==> config.mk <==
export PLATFORM = sky130hd
export DESIGN_NAME = feature_collector
export DESIGN_NICKNAME = d
export VERILOG_FILES = /design/src/rtl/fd_pkg.sv /design/src/rtl/sync_fifo.sv /design/src/rtl/feature_collector.sv
export SDC_FILE = /design/constraint.sdc
export NUM_CORES = 1
export LEC_CHECK = 0
export BUFFER_PORTS_ARGS = -buffer_cell sky130_fd_sc_hd__buf_2
export CORE_MARGIN = 10
export CORE_UTILIZATION = 62
export CTS_CLUSTER_DIAMETER = 100
export CTS_CLUSTER_SIZE = 20
export DETAILED_ROUTE_END_ITERATION = 8
export PLACE_DENSITY = 0.79
export SKIP_CTS_REPAIR_TIMING = 1
export SYNTH_ARGS = -nofsm -noshare
export SYNTH_HDL_FRONTEND = slang
export SYNTH_SLANG_ARGS = --single-unit
==> constraint.sdc <==
create_clock -name clk -period 3.5 [get_ports clk]
set_clock_uncertainty 0.05 [all_clocks]
set_input_delay 0 -clock clk [delete_from_list [all_inputs] [get_ports clk]]
set_output_delay 0 -clock clk [all_outputs]
set_load 0.05 [all_outputs]
==> src/rtl/fd_pkg.sv <==
// Shared definitions for the feature-detection pipeline.
// Contents:
//   ADDR_WIDTH_DEFAULT : default feature address width
//   fc_state_t         : feature collector FSM states (RUN / DRAIN / EOF)
//   sat_inc()          : saturating increment for counters up to 64 bits wide
package fd_pkg;

    localparam int ADDR_WIDTH_DEFAULT = 16;

    typedef enum logic [1:0] {
        RUN   = 2'd0,
        DRAIN = 2'd1,
        EOF   = 2'd2
    } fc_state_t;

    // Increment value, holding at the all-ones value of a width-bit counter.
    // Callers widen their counter to 64 bits and truncate the result back.
    function automatic logic [63:0] sat_inc(input logic [63:0] value,
                                            input int unsigned width);
        logic [63:0] max_value;
        max_value = (width >= 64) ? '1 : ((64'd1 << width) - 64'd1);
        return (value >= max_value) ? max_value : value + 64'd1;
    endfunction

endpackage

==> src/rtl/sync_fifo.sv <==
// Single-clock FIFO with a registered read port.
// Ports:
//   clk, rst_n   : clock; synchronous active-high reset
//   push, wdata  : write request and data (ignored when full without a pop)
//   pop, rdata   : read request; rdata updates at the edge ending a pop cycle
//                  and holds until the next pop
//   full, empty  : occupancy flags
//   level        : number of stored entries (excludes the read register)
module sync_fifo #(
    parameter int WIDTH = 17,
    parameter int DEPTH = 64
) (
    input  logic                     clk,
    input  logic                     rst_n,
    input  logic                     push,
    input  logic [WIDTH-1:0]         wdata,
    input  logic                     pop,
    output logic [WIDTH-1:0]         rdata,
    output logic                     full,
    output logic                     empty,
    output logic [$clog2(DEPTH):0]   level
);

    localparam int AW = $clog2(DEPTH);
    localparam int LW = AW + 1;

    logic [WIDTH-1:0] mem [DEPTH];
    logic [AW-1:0]    wr_ptr;
    logic [AW-1:0]    rd_ptr;
    logic             do_push;
    logic             do_pop;

    assign full    = (level == LW'(DEPTH));
    assign empty   = (level == '0);
    assign do_pop  = pop & ~empty;
    // A write into a full FIFO is legal when the head leaves in the same cycle.
    assign do_push = push & (~full | do_pop);

    // NOTE: the storage array carries no reset; only pointers, level and the
    // read register need a known value, and an un-reset array maps to RAM.
    always_ff @(posedge clk) begin
        if (do_push) begin
            mem[wr_ptr] <= wdata;
        end
    end

    // NOTE: sequential state is updated only with non-blocking assignments so
    // every register samples pre-edge values regardless of statement order.
    always_ff @(posedge clk) begin
        if (rst_n) begin
            wr_ptr <= '0;
            rd_ptr <= '0;
            level  <= '0;
            rdata  <= '0;
        end else begin
            if (do_push) begin
                wr_ptr <= wr_ptr + AW'(1);
            end
            if (do_pop) begin
                rd_ptr <= rd_ptr + AW'(1);
                rdata  <= mem[rd_ptr];
            end
            level <= level + LW'(do_push) - LW'(do_pop);
        end
    end

endmodule

==> src/rtl/feature_collector.sv <==
// Collects detected-feature addresses from FD_top, buffers them and streams
// them downstream, closing each frame with a marker beat carrying the frame's
// feature count.
// Ports:
//   clk, rst_n                 : clock; synchronous active-high reset
//   in_feature_valid/in_isfeature/in_feature_addr : result beats from FD_top
//   out_ready_for_new_feature  : registered, advisory backpressure to FD_top
//   frame_flush                : end-of-frame pulse (drain, then marker beat)
//   clr_counters               : clears statistics counters and overflow
//   m_valid/m_ready/m_addr/m_isfeature/m_last : output stream
//   fifo_level                 : FIFO occupancy (excluding output slice)
//   cnt_total/cnt_feature/cnt_dropped/overflow : saturating statistics
module feature_collector
    import fd_pkg::*;
#(
    parameter int ADDR_WIDTH      = ADDR_WIDTH_DEFAULT,
    parameter int FIFO_DEPTH      = 64,
    parameter int CNT_WIDTH       = 32,
    parameter int KEEP_NONFEATURE = 0
) (
    input  logic                          clk,
    input  logic                          rst_n,
    input  logic                          in_feature_valid,
    input  logic                          in_isfeature,
    input  logic [ADDR_WIDTH-1:0]         in_feature_addr,
    output logic                          out_ready_for_new_feature,
    input  logic                          frame_flush,
    input  logic                          clr_counters,
    output logic                          m_valid,
    input  logic                          m_ready,
    output logic [ADDR_WIDTH-1:0]         m_addr,
    output logic                          m_isfeature,
    output logic                          m_last,
    output logic [$clog2(FIFO_DEPTH):0]   fifo_level,
    output logic [CNT_WIDTH-1:0]          cnt_total,
    output logic [CNT_WIDTH-1:0]          cnt_feature,
    output logic [CNT_WIDTH-1:0]          cnt_dropped,
    output logic                          overflow
);

    localparam int LW = $clog2(FIFO_DEPTH) + 1;

    fc_state_t               state;
    fc_state_t               next_state;
    logic                    slice_valid;
    logic [ADDR_WIDTH:0]     head_data;
    logic [ADDR_WIDTH-1:0]   marker_addr;
    logic [ADDR_WIDTH-1:0]   frame_count;
    logic                    fifo_full;
    logic                    fifo_empty;
    logic                    storable;
    logic                    push;
    logic                    pop;
    logic                    drop;
    logic                    feature_push;
    logic [LW-1:0]           next_level;
    logic                    ready_next;

    // The FIFO read register doubles as the output slice: slice_valid marks
    // whether it currently holds an unaccepted beat.
    sync_fifo #(
        .WIDTH (ADDR_WIDTH + 1),
        .DEPTH (FIFO_DEPTH)
    ) u_fifo (
        .clk   (clk),
        .rst_n (rst_n),
        .push  (push),
        .wdata ({in_isfeature, in_feature_addr}),
        .pop   (pop),
        .rdata (head_data),
        .full  (fifo_full),
        .empty (fifo_empty),
        .level (fifo_level)
    );

    // NOTE: every combinational output gets a value before any branch, so no
    // path leaves it unassigned and no latch is inferred.
    always_comb begin
        storable     = in_feature_valid & (in_isfeature | (KEEP_NONFEATURE != 0));
        // Refill the slice when it is empty or its beat leaves this cycle; the
        // marker owns the output while in EOF.
        pop          = ~fifo_empty & (~slice_valid | m_ready) & (state != EOF);
        push         = storable & (~fifo_full | pop);
        drop         = storable & ~push;
        feature_push = push & in_isfeature;
        next_level   = fifo_level + LW'(push) - LW'(pop);
    end

    always_comb begin
        next_state = state;
        case (state)
            RUN:     if (frame_flush) next_state = DRAIN;
            DRAIN:   if (fifo_empty & ~slice_valid & ~push) next_state = EOF;
            EOF:     if (m_ready) next_state = RUN;
            default: next_state = RUN;
        endcase
        // Two entries of slack absorb a beat already in flight when ready drops.
        ready_next = (next_level <= LW'(FIFO_DEPTH - 2)) & (next_state == RUN);
    end

    assign m_valid     = slice_valid | (state == EOF);
    assign m_last      = (state == EOF);
    assign m_addr      = (state == EOF) ? marker_addr : head_data[ADDR_WIDTH-1:0];
    assign m_isfeature = (state == EOF) ? 1'b0 : head_data[ADDR_WIDTH];

    always_ff @(posedge clk) begin
        if (rst_n) begin
            state                     <= RUN;
            slice_valid               <= 1'b0;
            out_ready_for_new_feature <= 1'b0;
            marker_addr               <= '0;
            frame_count               <= '0;
            cnt_total                 <= '0;
            cnt_feature               <= '0;
            cnt_dropped               <= '0;
            overflow                  <= 1'b0;
        end else begin
            state                     <= next_state;
            out_ready_for_new_feature <= ready_next;

            if (pop) begin
                slice_valid <= 1'b1;
            end else if (m_ready) begin
                slice_valid <= 1'b0;
            end

            // Latch the count on entry to EOF so the marker stays stable even
            // if further features arrive while it waits for m_ready.
            if ((state == DRAIN) && (next_state == EOF)) begin
                marker_addr <= frame_count;
            end

            if ((state == EOF) && m_ready) begin
                frame_count <= feature_push ? ADDR_WIDTH'(1) : '0;
            end else if (feature_push) begin
                frame_count <= ADDR_WIDTH'(sat_inc(64'(frame_count), ADDR_WIDTH));
            end

            if (clr_counters) begin
                cnt_total   <= '0;
                cnt_feature <= '0;
                cnt_dropped <= '0;
                overflow    <= 1'b0;
            end else begin
                if (in_feature_valid) begin
                    cnt_total <= CNT_WIDTH'(sat_inc(64'(cnt_total), CNT_WIDTH));
                end
                if (in_feature_valid & in_isfeature) begin
                    cnt_feature <= CNT_WIDTH'(sat_inc(64'(cnt_feature), CNT_WIDTH));
                end
                if (drop) begin
                    cnt_dropped <= CNT_WIDTH'(sat_inc(64'(cnt_dropped), CNT_WIDTH));
                    overflow    <= 1'b1;
                end
            end
        end
    end

endmodule

==> impl_results.md <==
- Outcome: finished with violations
- Failing checks: negative hold slack
- # port buffers: 146
- RSZ-0062 raised after global routing: no
- Syn Std Cell Area: ~50,000 µm²
- Global-route wire length before repair: about 180 mm
- FF-to-FF path depth: 7
- Area share of the largest cell type after synthesis: 64.94%
- Final Cycle Share: 92.88%
- Library cells used by synthesis: 79
- Initial Util: between 60% and 70%
- Worst-margin pin slew: 1.326 ns
- DRT iter0 DRCs: ~3,600
- VDD IR-drop max: 0.0003601 V
- Core footprint: a little over 80,000 µm²
- CP Launch Type: register
- Layout filler cell count: roughly 5,100
- Number of clock sinks: ~1,300
- P per Cell Area: approximately 600 nW/µm²
- Row cnt: around 100
- Routed via count: about 30,000
- FMAX: between 0.3 and 0.4 GHz
- Total number of yosys warnings: 0
- Final WL: 124.4 mm
- Hold depth: 2
- Most common cell in the netlist: edfxtp_1
- Min cycle time layout: roughly 3.3 ns
- Pre-Repair DR Iteration Count: 5
- Clock transition at path regs: about 0.090 ns
- Syn Area/Cell: 16.82 µm²
- Ranking of synthesized cells by area: edfxtp_1 65%, dfxtp_1 6.7%, mux4_2 5.5%
- Max FO, Critical Path: 26
- Fraction of registers with async set/reset: 0%
- CP arrival: around 3.7 ns
- Synthesized netlist cell count: between 2,000 and 3,000
- WP data required: around 4 ns
- Hpwl dp: 78.44 mm
- HP Class: in -> reg
- Most used flip-flop cell after synthesis: edfxtp_1
- Share of cells above drive strength 1: between 10% and 20%
- Vias in the first global route: 28,290
- Crit path capture type: register
- Io pins: between 100 and 150
- Util after Layout: between 60% and 70%
- Total Neg Setup Slack: 0 ns
- Syn nets: 3,033
- Routability Congestion: slightly above 0.9
- Syn-to-layout area delta: 9.670%
- Initial antenna violation count: 3
- Count of final setup violators: 0
- Residual DRC count: 0
- Leakage: ~18 nW
- Worst-skew pair later-pin latency: between 0.6 and 0.7 ns
- Clock Path Buffers: 3
- Max-slew violations: 0
- CTS tree: done
- Die Span Y: approximately 300 µm
- Largest net degree at the start of global routing: 65
- Synthesis-stage register bit count: between 1,000 and 1,500
- Inserted Diodes: 0
- Clk root buf: clkbuf_16
- Die X: roughly 300 µm
- Max_cap viols: 0
- Layout Nets: around 3,300
- GRT Resource Usage Total: around a quarter
- Post-synthesis sequential area ratio: 71.67%
- Routed len/inst: 28.72 µm
- Hold slack final: -0.01973 ns
- Number of CTS-inserted buffers: a little over 70
- Final Hold Vio Count: 9
- Final Cell Area: around 55,000 µm²
- Area post-placement: between 50,000 and 60,000 µm²
- Synth top cells by count: 1,088 x edfxtp_1, 237 x mux2i_1, 169 x dfxtp_1, 165 x nor2_1, 131 x nand2_1
- Relative slew slack: between 10 and 15%
- Area leader, netlist: edfxtp_1
- H-tree levels: 3
- Via density: slightly below 7
- Post-synth EDFFs: 1,088
- Die Area: ~93,000 µm²
- Antenna Nets Post-Route: 0
- Crit Path Class: reg -> reg
- Grt ovf: 0
[per-layer routing]
metal | vias to the layer above | global-route usage [%] | part of all wire, % | wire length, µm
met5 | - | 0 | 0.022 | 27
met4 | 4 | 8.085 | 3.1 | 3799
met3 | 238 | 5.173 | 10 | 12950
met2 | 1733 | 41.94 | 48 | 59600
met1 | 14810 | 36.18 | 39 | 48050
li1 | 12350 | - | - | -
[registers in the layout (all words and copies together) (netlist names)]
register	cells
slice_valid	1
overflow	1
frame_count	16
u_fifo.rdata	17
state	2
cnt_dropped	32
u_fifo.rd_ptr	6
u_fifo.wr_ptr	6
cnt_feature	32
u_fifo.level	7
marker_addr	16
cnt_total	32
out_ready_for_new_feature	1
u_fifo.mem	1088
[stage by stage]
stage / std cells / setup WS [ns] / power [mW]
after CTS: 4319 / 0.2148 / 32.95
after global routing: 4333 / 0.03805 / 33.96
after detailed placement: 4199 / 0.2526 / 24.66
after global placement: 4199 / 0.3981 / 24.54
after floorplan: 2991 / 0.1313 / 22.25
final: 4333 / 0.2492 / 32.92
[area by class of cell]
class	instances	area [µm²]	area share (%)
Sequential cell	1257	36070	65.37
Multi-Input combinational cell	1529	13310	24.12
Timing Repair Buffer	334	2327	4.218
Clock buffer	115	1984	3.597
Tap cell	1060	1326	2.404
Inverter	33	123.9	0.2245
Clock inverter	5	40.04	0.07257
[final timing paths]
check	from	endpoint	slack, ns
max	u_fifo.rd_ptr[1]	u_fifo.rdata[4]	0.25
min	in_feature_addr[15]	u_fifo.mem[38][15]	-0.02
max reg2reg	u_fifo.rd_ptr[1]	u_fifo.rdata[4]	0.25
min reg2reg	overflow	overflow	0.43
[where the power goes]
group	internal (mW)	leakage, nW	switching (mW)
sequential	16.4	11.2	0.463
clock	3.93	0.971	4.57
combinational	3.31	5.47	4.23
[cells by family (layout without fill, tap and decap cells)]
| family | after synthesis | count (layout) | synth area share, % |
|---|---|---|---|
| compound gates | 382 | 382 | 5.190 |
| xor+xnor | 80 | 80 | 1.393 |
| fa+ha+maj | 19 | 19 | 0.5024 |
| buf+inv | 205 | 487 | 1.935 |
| flops | 1257 | 1257 | 71.67 |
| mux | 461 | 461 | 13.41 |
| simple gates | 587 | 587 | 5.907 |
[placed cells by master, fill, tap and decap left out, drive strengths merged, types with 8 or more instances in the layout]
master       netlist  routed
nor2             167     167
a211oi            13      13
and3              21      21
o22ai             55      55
o221ai            35      35
buf               92     320
nor4              41      41
a31oi             13      13
and2              13      13
and4              21      21
dfxtp            169     169
nand4             37      37
mux4             154     154
edfxtp          1088    1088
nand2            131     131
a32oi             16      16
ha                17      17
clkbuf            80     115
dlygate4sd3        0      14
a22o              17      17
nor3              42      42
inv               30      34
a21oi             89      89
xor2              38      38
nor2b             12      12
mux2              70      70
mux2i            237     237
nand3             59      59
a22oi             19      19
or3                8       8
a211o             32      32
o21ai             62      62
xnor2             42      42
[critical path, stage by stage, from the launching register on]
cell	delay, ns
dfxtp_4	0.81
buf_12	0.30
mux4_2	0.53
mux2i_1	0.34
nor2_1	0.13
nor4_1	0.62
buf_4	0.23
o21ai_1	0.05
(Power assumes the default switching activity.)
